===== src/rtl/m_prog_loader.sv =====
// Boot-time program loader: packs UART bytes into little-endian words, fills imem,
// then dmem through the cached init port, then releases the core reset.
//
// state  | meaning
// S_IMEM | assembling words and writing them to instruction memory
// S_DMEM | assembling words and handing them to the dmem init port
// S_WAIT | load complete, counting down before releasing the core reset
// S_RUN  | core running; loader idle until the next reset
module m_prog_loader #(
    parameter int IADDR_W     = 9,
    parameter int IMEM_WORDS  = 512,
    parameter int DMEM_WORDS  = 0,
    parameter int TIMEOUT_CYC = 65535,
    parameter int RST_DELAY   = 4
) (
    input  logic               w_clk,
    input  logic               w_rst,
    input  logic [7:0]         w_rx_data,
    input  logic               w_rx_en,
    output logic               o_imem_we,
    output logic [IADDR_W-1:0] o_imem_addr,
    output logic [31:0]        o_imem_data,
    output logic [3:0]         o_dmem_wen,
    output logic [31:0]        o_dmem_addr,
    output logic [31:0]        o_dmem_data,
    input  logic               i_dmem_stall,
    output logic               o_init_done,
    output logic               o_core_rstx,
    output logic [31:0]        o_word_cnt,
    output logic               o_err
);

    typedef enum logic [1:0] {S_IMEM, S_DMEM, S_WAIT, S_RUN} state_t;

    localparam logic [31:0] TO_LOAD   = 32'(TIMEOUT_CYC - 1);
    localparam logic [31:0] DLY_LOAD  = 32'(RST_DELAY - 1);
    localparam logic [31:0] IMEM_LAST = 32'(IMEM_WORDS - 1);
    localparam logic [31:0] DMEM_LAST = 32'(DMEM_WORDS - 1);

    state_t      state;
    logic [31:0] asm_data;
    logic [1:0]  byte_cnt;
    logic [31:0] to_cnt;
    logic [31:0] dly_cnt;

    logic [31:0] word_new;
    logic        loading;
    logic        word_done;
    logic        dmem_accept;

    assign word_new    = {w_rx_data, asm_data[31:8]};
    assign loading     = (state == S_IMEM) || (state == S_DMEM);
    assign word_done   = loading && w_rx_en && (byte_cnt == 2'd3);
    assign dmem_accept = (state == S_DMEM) && (o_dmem_wen != 4'h0) && !i_dmem_stall;

    always_ff @(posedge w_clk or posedge w_rst) begin
        if (w_rst) begin
            state       <= S_IMEM;
            asm_data    <= '0;
            byte_cnt    <= '0;
            to_cnt      <= '0;
            dly_cnt     <= '0;
            o_imem_we   <= 1'b0;
            o_imem_addr <= '0;
            o_imem_data <= '0;
            o_dmem_wen  <= 4'h0;
            o_dmem_addr <= '0;
            o_dmem_data <= '0;
            o_init_done <= 1'b0;
            o_core_rstx <= 1'b0;
            o_word_cnt  <= '0;
            o_err       <= 1'b0;
        end else begin
            o_imem_we <= 1'b0;

            // Byte assembly and mid-word timeout (down-counter, reloaded on every byte)
            if (loading) begin
                if (w_rx_en) begin
                    asm_data <= word_new;
                    byte_cnt <= byte_cnt + 2'd1;
                    to_cnt   <= TO_LOAD;
                end else if (byte_cnt != 2'd0) begin
                    if (to_cnt == 32'd0) begin
                        byte_cnt <= 2'd0;
                        to_cnt   <= TO_LOAD;
                    end else begin
                        to_cnt <= to_cnt - 32'd1;
                    end
                end
            end

            case (state)
                S_IMEM: begin
                    if (word_done) begin
                        o_imem_we   <= 1'b1;
                        o_imem_addr <= o_word_cnt[IADDR_W-1:0];
                        o_imem_data <= word_new;
                        if (o_word_cnt == IMEM_LAST) begin
                            o_word_cnt <= '0;
                            if (DMEM_WORDS == 0) begin
                                state       <= S_WAIT;
                                o_init_done <= 1'b1;
                                dly_cnt     <= DLY_LOAD;
                                byte_cnt    <= 2'd0;
                            end else begin
                                state <= S_DMEM;
                            end
                        end else begin
                            o_word_cnt <= o_word_cnt + 32'd1;
                        end
                    end
                end
                S_DMEM: begin
                    // A word finishing while the previous one is still pending is lost
                    if (word_done) begin
                        if (o_dmem_wen != 4'h0) begin
                            o_err <= 1'b1;
                        end else begin
                            o_dmem_wen  <= 4'hf;
                            o_dmem_addr <= o_word_cnt << 2;
                            o_dmem_data <= word_new;
                        end
                    end
                    if (dmem_accept) begin
                        o_dmem_wen <= 4'h0;
                        if (o_word_cnt == DMEM_LAST) begin
                            o_word_cnt  <= '0;
                            state       <= S_WAIT;
                            o_init_done <= 1'b1;
                            dly_cnt     <= DLY_LOAD;
                            byte_cnt    <= 2'd0;
                        end else begin
                            o_word_cnt <= o_word_cnt + 32'd1;
                        end
                    end
                end
                S_WAIT: begin
                    if (dly_cnt == 32'd0) begin
                        o_core_rstx <= 1'b1;
                        state       <= S_RUN;
                    end else begin
                        dly_cnt <= dly_cnt - 32'd1;
                    end
                end
                S_RUN: begin
                end
                default: begin
                    state <= S_IMEM;
                end
            endcase
        end
    end

endmodule

===== config.mk =====
export PLATFORM = sky130hd
export DESIGN_NAME = m_prog_loader
export DESIGN_NICKNAME = d
export VERILOG_FILES = /design/src/rtl/m_prog_loader.sv
export SDC_FILE = /design/constraint.sdc
export NUM_CORES = 1
export LEC_CHECK = 0
export ABC_AREA = 1
export BUFFER_PORTS_ARGS = -buffer_cell sky130_fd_sc_hd__clkbuf_2
export CORE_ASPECT_RATIO = 0.75
export CORE_MARGIN = 2
export CORE_UTILIZATION = 55
export CTS_BUF_LIST = sky130_fd_sc_hd__clkbuf_4
export CTS_CLUSTER_SIZE = 14
export DETAILED_ROUTE_END_ITERATION = 8
export GPL_TIMING_DRIVEN = 0
export PLACE_DENSITY = 0.81
export SETUP_SLACK_MARGIN = 0.02
export SLEW_MARGIN = 30
export SYNTH_ARGS = -nofsm -noshare
export SYNTH_HDL_FRONTEND = slang
export SYNTH_SLANG_ARGS = --single-unit

===== constraint.sdc =====
create_clock -name w_clk -period 11.36 [get_ports w_clk]
set_input_delay 2.272 -clock w_clk [delete_from_list [all_inputs] [get_ports w_clk]]
set_output_delay 2.272 -clock w_clk [all_outputs]
set_load 0.05 [all_outputs]

# ---- Yosys cells after proc, flatten, opt, wreduce, memory -nomap -nowiden
# Index checks and enable logic that the tools add are counted.
dict set report totals {
  output_inout_bits 145
  input_bits 12
  word_cells 97
  ff_bits 243
}
dict set report op_classes {
  n_eq_ne 12
  n_reduce_logical 26
  n_mux 39
  bitwise_logic 1
  addsub 4
}
# cell n
set op_table {}
lappend op_table {{2-to-1 mux 32 bit} 12}
lappend op_table {{case mux 32 bit (3 select lines)} 1}
lappend op_table {{logical NOT 32 bit} 2}
lappend op_table {{case mux 32 bit (2 select lines)} 1}
lappend op_table {{subtractor 32 x 1 -> 32 bit, second input constant} 2}
lappend op_table {{adder 32 x 1 -> 32 bit, second input constant} 1}
lappend op_table {{== test 32 bit, second input constant} 1}
lappend op_table {{== test 32 x 9 -> 1 bit, second input constant} 1}
lappend op_table {{2-to-1 mux 2 bit} 13}
lappend op_table {{2-to-1 mux 4 bit} 3}
lappend op_table {{AND reduction 3 bit} 4}
lappend op_table {{AND reduction 6 bit} 2}
lappend op_table {{inequality test 2 bit, second input constant} 5}
lappend op_table {{AND reduction 2 bit} 4}
lappend op_table {{nonzero test 2 bit} 4}
lappend op_table {{2-to-1 mux 1 bit} 6}
lappend op_table {{case mux 2 bit (3 select lines)} 1}
lappend op_table {{AND reduction 5 bit} 1}
lappend op_table {{== test 2 bit, second input constant} 2}
lappend op_table {{logical AND 1 bit} 4}
lappend op_table {{inequality test 2 x 1 -> 1 bit, second input constant} 2}
lappend op_table {{case mux 2 bit (2 select lines)} 1}
lappend op_table {{nonzero test 4 bit} 1}
lappend op_table {{nonzero test 3 bit} 1}
lappend op_table {{other kinds (7)} 7}

# ---- Depth between registers and ports, before layout
# Gate-level depths: netlist (run 1).
dict set report depth {
  depth_word 8
  depth_mapped 13
  ltp_nobuf 11
}

# ---- Least setup slack after synthesis (run 1)
# OpenSTA, ideal clock, no wires.
dict set report synth_path {
  path_kind {input port to flip-flop}
  from {input port w_rx_en}
  to {register dly_cnt[10]}
  setup_time_ps 130
  arrival_time_ps 3350
  n_path_buf 1
  path_stages 10
  required_time_ps 11230
  slack_ps 7880
  path_cell_list {inv_1 > nor2_8 > nand2_2 > nand2_1 > nand2_1 > a21oi_2 > nand2_4 > nor2_4 > clkbuf_1 > o21ai_0}
}
dict set report synth_between {
  elab_chain_len 4
}
# item line
set synth_rtl {}
lappend synth_rtl {{from (decl)} 19} ;# input logic w_rx_en,
lappend synth_rtl {{logical AND 1 bit (2 in a row)} 53} ;# assign word_done = loading && w_rx_en && (byte_cnt == 2'd3);
lappend synth_rtl {{inequality test 2 bit (no source line)} -}
lappend synth_rtl {{AND reduction 6 bit (no source line)} -}
lappend synth_rtl {{to (signal assigned)} 142} ;# dly_cnt <= dly_cnt - 32'd1;
lappend synth_rtl {{to (decl)} 44} ;# logic [31:0] dly_cnt;
# Every way passes these cells.
# A chain may end at the register's enable or synchronous reset.

# ---- Worst setup path in the final report (run 1)
dict set report layout_path {
  from {register o_dmem_wen[2]}
  to {output port o_dmem_wen[2]}
}
# item line
set layout_lines {}
lappend layout_lines {{from (decl)} 23} ;# output logic [3:0] o_dmem_wen,
lappend layout_lines {{from (signal assigned)} 66} ;# o_dmem_wen <= 4'h0;
lappend layout_lines {{from (signal assigned)} 119} ;# o_dmem_wen <= 4'hf;
lappend layout_lines {{from (signal assigned)} 125} ;# o_dmem_wen <= 4'h0;
# No word-level cell between the ends.

==> summary.md, run 1 <==
| Metric | Value |
|---|---|
| Post-Synth Adder-Cell Area | `0.665%` |
| Crit-path cells | `buf_4 > clkbuf_2` |
| Iteration-0 DRC Markers | `885` |
| Max_cap viols | `0` |
| Vias per std cell | `roughly 5.3` |
| Largest family of logic cells by synthesized area | `simple AND/OR/NAND/NOR gates` |
| Worst slack, placed | `about 7.3 ns` |
| Post-synthesis sequential area ratio | `around half` |
| Share of power burned in registers | `between 50% and 60%` |
| Crit start category | `register` |
| Post-layout nets | `1692` |
| Vias in the first global route | `9763` |
| Number of port buffers | `between 150 and 200` |
| Sw Pwr | `between 300 and 400 uW` |
| Via count | `10500` |
| Fmax | `between 200 and 300 MHz` |
| Layout fillers | `1757` |
| EDFF count, synth | `0` |
| Synth async-reset ratio | `100%` |
| Clock Tree Buf Depth | `3` |
| Worst Hold Launch | `o_core_rstx` |
| Prevailing post-synth register cell | `dfrtp_1` |
| Simple-Gate Fraction of Synth Area | `roughly 27%` |
| Switch share | `23.8%` |
| Buffers & Inverters on Critical Path | `2` |
| Total leakage power | `6.87 nW` |
| Crit path max fanout | `7` |
| Status | `completed` |
| Crit path DAT | `1.61 ns` |
| Hold Path End | `o_core_rstx` |
| Insertion delay to the later sink of the worst-skew pair | `between 0.6 and 0.7 ns` |
| Clk_skew | `0.0272 ns` |
| TritonCTS clock tree | `yes` |
| Type of the worst setup path | `register to output port` |
| Global Route Usage Sum | `28.1%` |
| Peak VDD IR | `between 0.09 and 0.1 mV` |
| Layout cells sized above 1 | `16.8%` |
| Largest net degree at the start of global routing | `86` |
| Gp weighted congestion | `0.972` |
| Worst Max-Slew Pin Slew | `0.567 ns` |
| Crit-path max cell delay | `~0.50 ns` |
| Synth top area share | `between 50% and 60%` |
| Post-CTS setup buffer count | `0` |
| Antenna violations before repair | `1` |
| Global route overflow | `0` |
| Synth cell count leaders | `413 x nand2_1, 232 x dfrtp_1, 223 x nor2_1` |
| Post-DP HPWL | `roughly 22000 um` |
| Synthesized instance count | `between 1000 and 1500` |
| Worst Hold Class | `register to register` |
| Power Dens Cells | `116 nW/um2` |
| Cell-internal power | `1.17 mW` |
| Setup TNS Final | `0 ns` |
| Initial Util | `55.9%` |
| RSZ-0062 raised after global routing | `no` |
| Die area | `21700 um2` |
| RR Startpoint | `o_word_cnt[1]` |
| Top-count cell post-synth | `nand2_1` |
| First-pass GRT wire length | `about 49000 um` |
| Multiplexer share of the synthesized area | `0%` |
| Routed len/inst | `about 15 um` |
| Clock power frac | `43.4%` |
| Xor-xnor portion of the synthesized cell area | `under 10%` |
| Worst reg2reg path depth | `11` |
| Compound-Gate Fraction of Synth Area | `9.89%` |
| CTS sink count | `232` |
| CP top delay family | `flip-flops` |
| Detail Route Antenna Nets | `0` |
| Total I/O pin count | `157` |
| Hold buffers post-CTS | `0` |
| DRT Pass-1 Iters | `5` |
| Mapped cell area | `~11000 um2` |
| Top post-synthesis cells by area | `dfrtp_1 51%, nand2_1 14%, o21ai_0 8.2%` |
| Hold Vio Cnt, Final | `0` |
| Final Cycle Share | `34.1%` |
| Post_cts resized | `0` |
| Logic pwr share | `around 2.1%` |
| TritonCTS Buffers | `53` |
| Critical path endpoint category | `output port` |
| Synth unique cells | `39` |
| Synth Area per Inst | `7.73 um2` |
| Clk slew on worst S/H paths | `0.07 ns` |
| Slew HR | `62.2%` |
| Setup Viol. Count Final | `0` |
| H-Tree Depth | `2` |
| Slew Limit Fails | `0` |
| Power after layout | `1.53 mW` |
| Register bit total from synthesis | `approximately 230` |
| Synthesis-to-finish area growth | `16.4%` |
| Synth area leader | `dfrtp_1` |
| Min cycle time layout | `roughly 3.9 ns` |
| Die W | `169 um` |
| Internal reg-to-reg setup slack | `9.05 ns` |
| Core area | `20200 um2` |
| Final hold slack | `0.468 ns` |
| Die H | `about 130 um` |
| Worst EP required | `9.09 ns` |
| Post-layout utilization of the core | `about two thirds` |
| Worst hold path depth | `2` |
| FP Rows | `45` |
| DRC | `0` |
| Setup ws final | `roughly 7.5 ns` |
| Reg-to-reg endpoint | `dly_cnt[5]` |
| Total wire length | `around 30000 um` |
| Ys Warns | `0` |
| Clock root cell | `clkbuf_4` |
| Critical-path top delay cell | `dfrtp_1` |
-- power groups by stage --
| stage | logic, mW | registers [mW] | clock network [mW] |
|---|---|---|---|
| after global routing | 0.0375 | 0.832 | 0.716 |
| after CTS | 0.0335 | 0.832 | 0.676 |
| final | 0.0326 | 0.832 | 0.664 |
| after floorplan | 0.0196 | 0.848 | 0 |
| after global placement | 0.0290 | 0.849 | 0 |
| after detailed placement | 0.0333 | 0.848 | 0 |
-- routing by layer --
layer	part of all wire (%)	GRT usage (%)
met3	7.3	5.22
met5	0	0
met4	2.3	8.70
met1	48	42.6
met2	43	41.2
-- worst max path at each step --
stage                  start         endpoint  slack, ns  cells after the start
2_1_floorplan          w_rst     asm_data[10]       2.73                      1
3_3_place_gp           w_rst   o_word_cnt[14]       0.27                      2
3_5_place_dp         w_rx_en  o_dmem_addr[28]       7.29                     10
4_1_cts        o_dmem_wen[2]    o_dmem_wen[2]       7.45                      2
5_1_grt        o_dmem_wen[2]    o_dmem_wen[2]       7.42                      2
6_report       o_dmem_wen[2]    o_dmem_wen[2]       7.48                      2
-- placed cells by master (no fill, tap or decap), types with 5 or more instances in the layout --
master,n
clkbuf_1,30
nand4_1,16
o21ai_2,5
clkbuf_2,154
clkinv_1,13
xor2_1,33
nand2_2,6
nor3_1,19
nand2_1,413
clkbuf_4,75
inv_1,160
dfrtp_1,232
buf_2,7
buf_4,5
inv_2,6
nand3_1,58
a21oi_1,11
o21ai_0,185
nor2_1,223
ha_1,6
-- flip-flops by register name, summed over array words and instances (netlist names) --
register     count
asm_data        24
byte_cnt         2
dly_cnt         32
o_core_rstx      1
o_dmem_addr     30
o_dmem_data     32
o_dmem_wen       1
o_err            1
o_imem_addr      9
o_imem_data     32
o_imem_we        1
o_init_done      1
o_word_cnt      32
state            2
to_cnt          32
-- layout make-up --
class	instances	area, um2	area share (%)
diodes	1	2.50	0.0190
plain buffers	51	265	2.02
clock buffers	75	563	4.28
clock inverters	18	105	0.799
inverters	167	634	4.82
multi-input cells	1012	4600	35.0
flip-flops and latches	232	5810	44.1
well taps	258	323	2.45
repair buffers	157	853	6.49
-- tightest hold or removal path: cells and delay by family, from the launching register on --
| kind | cells | cell delay (ns) |
|---|---|---|
| buf+inv | 1 | 0.04 |
| simple gates | 1 | 0.05 |
| flops | 1 | 0.35 |
-- through the flow --
step                      area (um2)  std cells
after CTS                      13200       1970
after global routing           13200       1971
after global placement         12400       1874
after detailed placement       12500       1877
final                          13200       1971
after floorplan                11300       1462
-- logic make-up after synthesis --
group | count (synthesis)
compound gates | 214
flops | 232
other cells | 1
fa+ha+maj | 6
simple gates | 755
buf+inv | 218
xor+xnor | 35
Note: power is estimated with default switching activity, not from simulation.
==> inputs of run 2 (changes only) <==
--- a/config.mk
+++ b/config.mk
@@ -9,12 +9,12 @@
 export BUFFER_PORTS_ARGS = -buffer_cell sky130_fd_sc_hd__clkbuf_2
 export CORE_ASPECT_RATIO = 0.75
 export CORE_MARGIN = 2
-export CORE_UTILIZATION = 55
+export CORE_UTILIZATION = 54
 export CTS_BUF_LIST = sky130_fd_sc_hd__clkbuf_4
 export CTS_CLUSTER_SIZE = 14
 export DETAILED_ROUTE_END_ITERATION = 8
 export GPL_TIMING_DRIVEN = 0
-export PLACE_DENSITY = 0.81
+export PLACE_DENSITY = 0.83
 export SETUP_SLACK_MARGIN = 0.02
 export SLEW_MARGIN = 30
 export SYNTH_ARGS = -nofsm -noshare
==> constraint.sdc (replaced) <==
create_clock -name w_clk -period 3.4 [get_ports w_clk]
set_input_delay 0.68 -clock w_clk [delete_from_list [all_inputs] [get_ports w_clk]]
set_output_delay 0.68 -clock w_clk [all_outputs]
set_load 0.05 [all_outputs]
==> run 2 against run 1 <==
  * Setup slack worse by 6.3 ns
  * Sequential power grew to 3.3 times the previous value
  * Total power grew to 3.3 times the previous value
  * Count of clock-buffer cells in the layout did not move
  * Final cell count up 1.4%
  * Via count up 0.97%
  * Wire length increased by 1.6%
  * Critical path depth grew 8
  * Clock skew grew 0.012 ns
  * Critical path type is now register to register
  * Sequential share of layout area down 0.41 points
  * Global-route usage fell by 0.12 points
==> summary.md, run 2 (synthesized netlist as in run 1, its figures left out) <==
| Metric | Value |
|---|---|
| Status | `completed (unchanged)` |
| Detail Route Antenna Nets | `0 (unchanged)` |
| Final Instance Area | `13300 um2 (was 13200 um2)` |
| Die area | `22100 um2 (was 21700 um2)` |
| Crit-path max cell delay | `0.51 ns (was 0.50 ns)` |
| GRT Max-Usage Layer | `met1 (unchanged)` |
| First-pass GRT wire length | `49400 um (was 49000 um)` |
| Setup TNS Final | `0 ns (unchanged)` |
| Min cycle time layout | `about 2.3 ns` |
| Post_cts resized | `0 (unchanged)` |
| Fmax | `442 MHz` |
| Crit path max fanout | `7 (unchanged)` |
| Worst slack, placed | `0.788 ns (was 7.29 ns)` |
| Power Dens Cells | `379 nW/um2 (was 116 nW/um2)` |
| DRT Pass-1 Iters | `5 (unchanged)` |
| Die W | `171 um (was 169 um)` |
| Routed len/inst | `15.1 um (about the same)` |
| Setup Viol. Count Final | `0 (unchanged)` |
| Clk_skew | `0.0392 ns (was 0.0272 ns)` |
| TritonCTS clock tree | `yes (unchanged)` |
| Worst Hold Class | `primary input to register (was register to register)` |
| Insertion delay to the later sink of the worst-skew pair | `0.68 ns (about the same)` |
| Antenna violations before repair | `1 (unchanged)` |
| Die H | `129 um (was 128 um)` |
| Clock Tree Buf Depth | `3 (unchanged)` |
| Global route overflow | `0 (unchanged)` |
| FP Rows | `45 (unchanged)` |
| Cell mode on critical path | `nand2_1` |
| Total wire length | `30300 um (was 29800 um)` |
| Critical path endpoint category | `register (was output port)` |
| DRC | `0 (unchanged)` |
| Max_cap viols | `0 (unchanged)` |
| Iteration-0 DRC Markers | `891 (was 885)` |
| H-Tree Depth | `2 (unchanged)` |
| Worst EP required | `3.95 ns (was 9.09 ns)` |
| Total leakage power | `6.91 nW (was 6.87 nW)` |
| Critical-path top delay cell | `nor2_1 (was dfrtp_1)` |
| DP Area | `12600 um2 (was 12500 um2)` |
| Via count | `10600 (was 10500)` |
| Core area | `20400 um2 (was 20200 um2)` |
| Power after layout | `5.03 mW (was 1.53 mW)` |
| RSZ-0062 raised after global routing | `no (unchanged)` |
| Met3 usage | `4.89% (was 5.22%)` |
| Post-DP HPWL | `22800 um (was 22100 um)` |
| Peak VDD IR | `0.272 mV (was 0.0939 mV)` |
| Most frequent cells in the layout | `413 x nand2_1, 232 x dfrtp_1, 223 x nor2_1 (unchanged)` |
| Crit-path cells | `nor2_1 > nand2_1 > nor2_1 > nand2_1 > nor2_1 > nand2_1 > nand2_1 > nor2_1 > nand2_1 > o21ai_0 (was buf_4 > clkbuf_2)` |
| Slew HR | `60.5% (was 62.2%)` |
| Vias per std cell | `5.31 (was 5.34)` |
| Crit start category | `register (unchanged)` |
| Post-layout nets | `1701 (was 1692)` |
| Slew Limit Fails | `0 (unchanged)` |
| Met1 Use GR | `41.9% (was 42.6%)` |
| Commonest non-fill, non-tap cell in the layout | `nand2_1 (unchanged)` |
| Vias in the first global route | `9889 (was 9763)` |
| Hold Vio Cnt, Final | `0 (unchanged)` |
| Worst Max-Slew Pin Slew | `0.590 ns (was 0.567 ns)` |
| Synthesis-to-finish area growth | `17.5% (was 16.4%)` |
| Clk slew on worst S/H paths | `0.07 ns (about the same)` |
| Final Cycle Share | `66.6%` |
| Crit path DAT | `2.81 ns (was 1.61 ns)` |
| TritonCTS Buffers | `55 (was 53)` |
| Number of port buffers | `154 (unchanged)` |
| Post-layout utilization of the core | `65.1% (about the same)` |
| Initial Util | `55.4% (was 55.9%)` |
| Setup ws final | `1.14 ns (was 7.48 ns)` |
| CTS sink count | `232 (unchanged)` |
| Global Route Usage Sum | `28.0% (was 28.1%)` |
| Total I/O pin count | `157 (unchanged)` |
| Largest net degree at the start of global routing | `30 (was 86)` |
| Layout cells sized above 1 | `17.0% (was 16.8%)` |
| Type of the worst setup path | `register to register (was register to output port)` |
| Met2 global-route usage | `41.2% (about the same)` |
| Clock root cell | `clkbuf_4 (unchanged)` |
| Gp weighted congestion | `0.934 (was 0.972)` |
## run 2: cell count changes in the layout (fill, tap and decap cells not counted)
cell and delta:
clkinvlp_4 +1, clkinv_1 -1, dlygate4sd3_1 +1, bufinv_16 -1, inv_2 -1, inv_6 -1
clkinv_2 -1, buf_12 +6, inv_8 -1, clkinv_4 +2
## run 2: through the flow
stage / hold WS, ns / instances
final: 0.231 / 1999
after detailed placement: 0.443 / 1907
after floorplan: 0.453 / 1462
after global placement: 0.442 / 1898
after global routing: 0.201 / 1999
after CTS: 0.195 / 1998
## run 2: power by group
group	internal (mW)	leakage [nW]	total, mW	switching (mW)
sequential	2.77	2.90	2.78	0.00677
clock	1.02	0.375	2.12	1.11
combinational	0.0377	3.63	0.127	0.0890
## run 2: final timing paths
kind	from	endpoint	slack, ns	cells after the start
hold / removal	w_rx_data[7]	asm_data[31]	0.23	3
min in group asynchronous	w_rst	o_word_cnt[2]	0.56	3
setup reg to reg	dly_cnt[2]	dly_cnt[21]	1.14	10
hold reg to reg	o_err	o_err	0.46	1
max in group asynchronous	w_rst	to_cnt[12]	1.80	7
setup / recovery	dly_cnt[2]	dly_cnt[21]	1.14	10
## run 2: critical path: cells and delay by family (launching register included)
family | cells | cell delay [ns]
AO/OA/AOI/OAI | 1 | 0.07
flip-flops | 1 | 0.43
AND/OR/NAND/NOR | 9 | 1.65
## run 2: area by class of cell
class                           count  area (um2)
Fill cell                        1714        7110
Sequential cell                   232        5810
Multi-Input combinational cell   1012        4600
Timing Repair Buffer              164         983
Inverter                          167         631
Clock buffer                       75         563
Tap cell                          282         353
Buffer                             51         265
Clock inverter                     15        71.3
Antenna cell                        1        2.50
## run 2: layer usage
| layer | up-vias | wire length, um |
|---|---|---|
| li1 | 5054 | - |
| met1 | 5068 | 14100 |
| met2 | 429 | 13000 |
| met3 | 67 | 2280 |
| met4 | 0 | 933 |
| met5 | - | 0 |
## run 2: timing repair
action / 4_1_cts / 5_1_grt
hold buffers: 1 / 0
endpoints found under the setup margin: 0 / 0
endpoints found under the hold margin: 14 / 0
setup buffers: 0 / 0
==> inputs of run 3 (changes only) <==
--- a/config.mk
+++ b/config.mk
@@ -9,12 +9,12 @@
 export BUFFER_PORTS_ARGS = -buffer_cell sky130_fd_sc_hd__clkbuf_2
 export CORE_ASPECT_RATIO = 0.75
 export CORE_MARGIN = 2
-export CORE_UTILIZATION = 54
+export CORE_UTILIZATION = 55
 export CTS_BUF_LIST = sky130_fd_sc_hd__clkbuf_4
 export CTS_CLUSTER_SIZE = 14
 export DETAILED_ROUTE_END_ITERATION = 8
 export GPL_TIMING_DRIVEN = 0
-export PLACE_DENSITY = 0.83
+export PLACE_DENSITY = 0.81
 export SETUP_SLACK_MARGIN = 0.02
 export SLEW_MARGIN = 30
 export SYNTH_ARGS = -nofsm -noshare
==> constraint.sdc (replaced) <==
create_clock -name w_clk -period 2.1 [get_ports w_clk]
set_input_delay 0.42 -clock w_clk [delete_from_list [all_inputs] [get_ports w_clk]]
set_output_delay 0.42 -clock w_clk [all_outputs]
set_load 0.05 [all_outputs]
==> run 3 against run 2 <==
  * Via count rose by 0.20%
  * Total power grew 63%
  * Final cell count unchanged
  * Core utilization grew 2.2 points
  * Sequential share of layout area decreased by 1.1 points
  * Maximum frequency rose by 9.6%
  * Critical path depth grew 3
  * Clock skew fell by 0.012 ns
  * Critical path type unchanged
  * Highest routed layer unchanged
==> summary.md, run 3 (synthesized netlist as in run 1, its figures left out) <==
| Metric | Value |
|---|---|
| Status | `completed (unchanged)` |
| Fmax | `484 MHz (was 442 MHz)` |
| Internal reg-to-reg setup slack | `0.03 ns (was 1.14 ns)` |
| Final Instance Area | `13600 um2 (was 13300 um2)` |
| Die H | `128 um (was 129 um)` |
| Iteration-0 DRC Markers | `754 (was 891)` |
| Via count | `10600 (about the same)` |
| Hold Vio Cnt, Final | `0 (unchanged)` |
| Crit path DAT | `2.70 ns (was 2.81 ns)` |
| Die W | `169 um (was 171 um)` |
| Critical-path top delay cell | `dfrtp_1 (was nor2_1)` |
| Cell mode on critical path | `nand2_2 (was nand2_1)` |
| Worst Hold Class | `primary input to register (unchanged)` |
| Commonest non-fill, non-tap cell in the layout | `nand2_1 (unchanged)` |
| Layout Cells excl Fill | `1999 (unchanged)` |
| Final Cycle Share | `98.4% (was 66.6%)` |
| Total wire length | `31000 um (was 30300 um)` |
| TritonCTS Buffers | `55 (unchanged)` |
| Hold Path End | `o_dmem_wen[2] (was asm_data[31])` |
| Vias in the first global route | `10100 (was 9889)` |
| Worst Max-Slew Pin Slew | `0.589 ns (was 0.590 ns)` |
| Vias per std cell | `5.32 (was 5.31)` |
| CTS sink count | `232 (unchanged)` |
| Worst hold path depth | `3 (unchanged)` |
| Number of port buffers | `154 (unchanged)` |
| Most frequent cells in the layout | `410 x nand2_1, 230 x dfrtp_1, 213 x nor2_1 (was 413 x nand2_1, 232 x dfrtp_1, 223 x nor2_1)` |
| Power Dens Cells | `603 nW/um2 (was 379 nW/um2)` |
| Max_cap viols | `0 (unchanged)` |
| Worst EP required | `2.73 ns (was 3.95 ns)` |
| Gp weighted congestion | `0.965 (was 0.934)` |
| Clk_skew | `0.0273 ns (was 0.0392 ns)` |
| Setup Viol. Count Final | `0 (unchanged)` |
| Crit path depth | `13 (was 10)` |
| Initial Util | `55.9% (was 55.4%)` |
| DRT Pass-1 Iters | `5 (unchanged)` |
| Type of the worst setup path | `register to register (unchanged)` |
| Worst reg2reg path depth | `13 (was 10)` |
| H-Tree Depth | `2 (unchanged)` |
| Worst Hold Launch | `i_dmem_stall (was w_rx_data[7])` |
| Global Route Usage Sum | `28.9% (was 28.0%)` |
| RR Startpoint | `o_word_cnt[1] (was dly_cnt[2])` |
| Routed len/inst | `15.5 um (was 15.1 um)` |
| Antenna violations before repair | `1 (unchanged)` |
| First-pass GRT wire length | `50200 um (was 49400 um)` |
| FP Rows | `45 (unchanged)` |
| Crit-path max cell delay | `0.40 ns (was 0.51 ns)` |
| Peak VDD IR | `0.408 mV (was 0.272 mV)` |
| Post-DP HPWL | `22700 um (was 22800 um)` |
| DRC | `0 (unchanged)` |
| RSZ-0062 raised after global routing | `yes (was no)` |
| Critical path endpoint category | `register (unchanged)` |
| Insertion delay to the later sink of the worst-skew pair | `0.69 ns (was 0.68 ns)` |
| Post-layout nets | `1721 (was 1701)` |
| Reg-to-reg endpoint | `dly_cnt[29] (was dly_cnt[21])` |
| DP Area | `12600 um2 (about the same)` |
| Crit path from | `o_word_cnt[1] (was dly_cnt[2])` |
| Inst Count DP | `1883 (was 1907)` |
| Crit path max fanout | `9 (was 7)` |
| Crit start category | `register (unchanged)` |
| Slew Limit Fails | `0 (unchanged)` |
| Clock Tree Buf Depth | `3 (unchanged)` |
| CP top delay family | `simple AND/OR/NAND/NOR gates (unchanged)` |
| Total leakage power | `7.06 nW (was 6.91 nW)` |
| Layout fillers | `1652 (was 1714)` |
| Largest net degree at the start of global routing | `31 (was 30)` |
| Buffers & Inverters on Critical Path | `2 (was 0)` |
| Min cycle time layout | `2.07 ns (was 2.26 ns)` |
| Global route overflow | `0 (unchanged)` |
| Synthesis-to-finish area growth | `20.6% (was 17.5%)` |
| Detail Route Antenna Nets | `0 (unchanged)` |
| Total I/O pin count | `157 (unchanged)` |
| Crit-path cells | `ha_2 > nand2_1 > nor2_2 > nand2_2 > nor2_4 > nand2_2 > nand2_2 > nand2_4 > nor2_4 > buf_8 > clkbuf_16 > nand3_2 > nand2_1 (was nor2_1 > nand2_1 > nor2_1 > nand2_1 > nor2_1 > nand2_1 > nand2_1 > nor2_1 > nand2_1 > o21ai_0)` |
| Layout cells sized above 1 | `19.3% (was 17.0%)` |
| Die area | `21700 um2 (was 22100 um2)` |
| TritonCTS clock tree | `yes (unchanged)` |
| Core area | `20200 um2 (was 20400 um2)` |
| Clk slew on worst S/H paths | `0.08 ns (was 0.07 ns)` |
| Clock root cell | `clkbuf_4 (unchanged)` |
| Slew HR | `60.6% (was 60.5%)` |
## run 3: power by group
| group | internal, mW | total [mW] | leakage (nW) | switching (mW) |
|---|---|---|---|---|
| sequential | 4.49 | 4.50 | 2.90 | 0.0112 |
| clock | 1.66 | 3.50 | 0.384 | 1.84 |
| combinational | 0.0720 | 0.219 | 3.78 | 0.147 |
## run 3: layout make-up
cell class	instances	area, um2	share of cell area, %
inverter	167	634	4.66
multi-input combinational	1012	4680	34.3
antenna	1	2.50	0.0184
clock buffer	75	563	4.13
clock inverter	19	88.8	0.652
timing repair buffer	184	1230	9.00
sequential	232	5810	42.6
tap	258	323	2.37
buffer	51	297	2.18
## run 3: worst max path at each step
stage	end	slack [ns]
3_5_place_dp	o_dmem_data[16]	-0.20
4_1_cts	o_dmem_data[10]	0.03
3_3_place_gp	to_cnt[12]	-2.72
5_1_grt	dly_cnt[26]	-0.02
6_report	dly_cnt[29]	0.03
2_1_floorplan	asm_data[10]	-1.36
## run 3: stage by stage
step	power (mW)	hold slack, ns	worst slack, ns	util [%]	setup TNS (ns)
3_5_place_dp	4.80	0.460	-0.197	62.4	-6.83
5_1_grt	8.55	0.0522	-0.0225	67.4	-0.0636
3_3_place_gp	4.75	0.454	-2.72	61.3	-627.74
4_1_cts	8.28	0.0242	0.0295	66.1	0
2_1_floorplan	4.69	0.453	-1.36	-	-315.22
6_report	8.22	0.0633	0.0339	67.4	0
## run 3: repair_timing
action,CTS,global route
gates cloned,0,3
setup buffers,0,9
setup endpoints to repair,46,102
hold buffers,9,0
resized for setup,10,41
endpoints found under the hold margin,35,0
pin swaps,0,8
## run 3: worst reg2reg max path: stages (launching register included)
cell	delay [ns]
dfrtp_1	0.40
ha_2	0.21
nand2_1	0.08
nor2_2	0.16
nand2_2	0.12
nor2_4	0.13
nand2_2	0.09
nand2_2	0.10
nand2_4	0.10
nor2_4	0.18
buf_8	0.17
clkbuf_16	0.17
nand3_2	0.05
nand2_1	0.06
## run 3: routing by layer
layer	routed length [um]	part of all wire, %	GRT usage, %	vias to the layer above
met3	2260	7.3	5.19	81
li1	-	-	-	5102
met1	14500	47	43.1	5048
met5	0	0	0	-
met2	13200	43	41.8	408
met4	1030	3.3	11.8	0
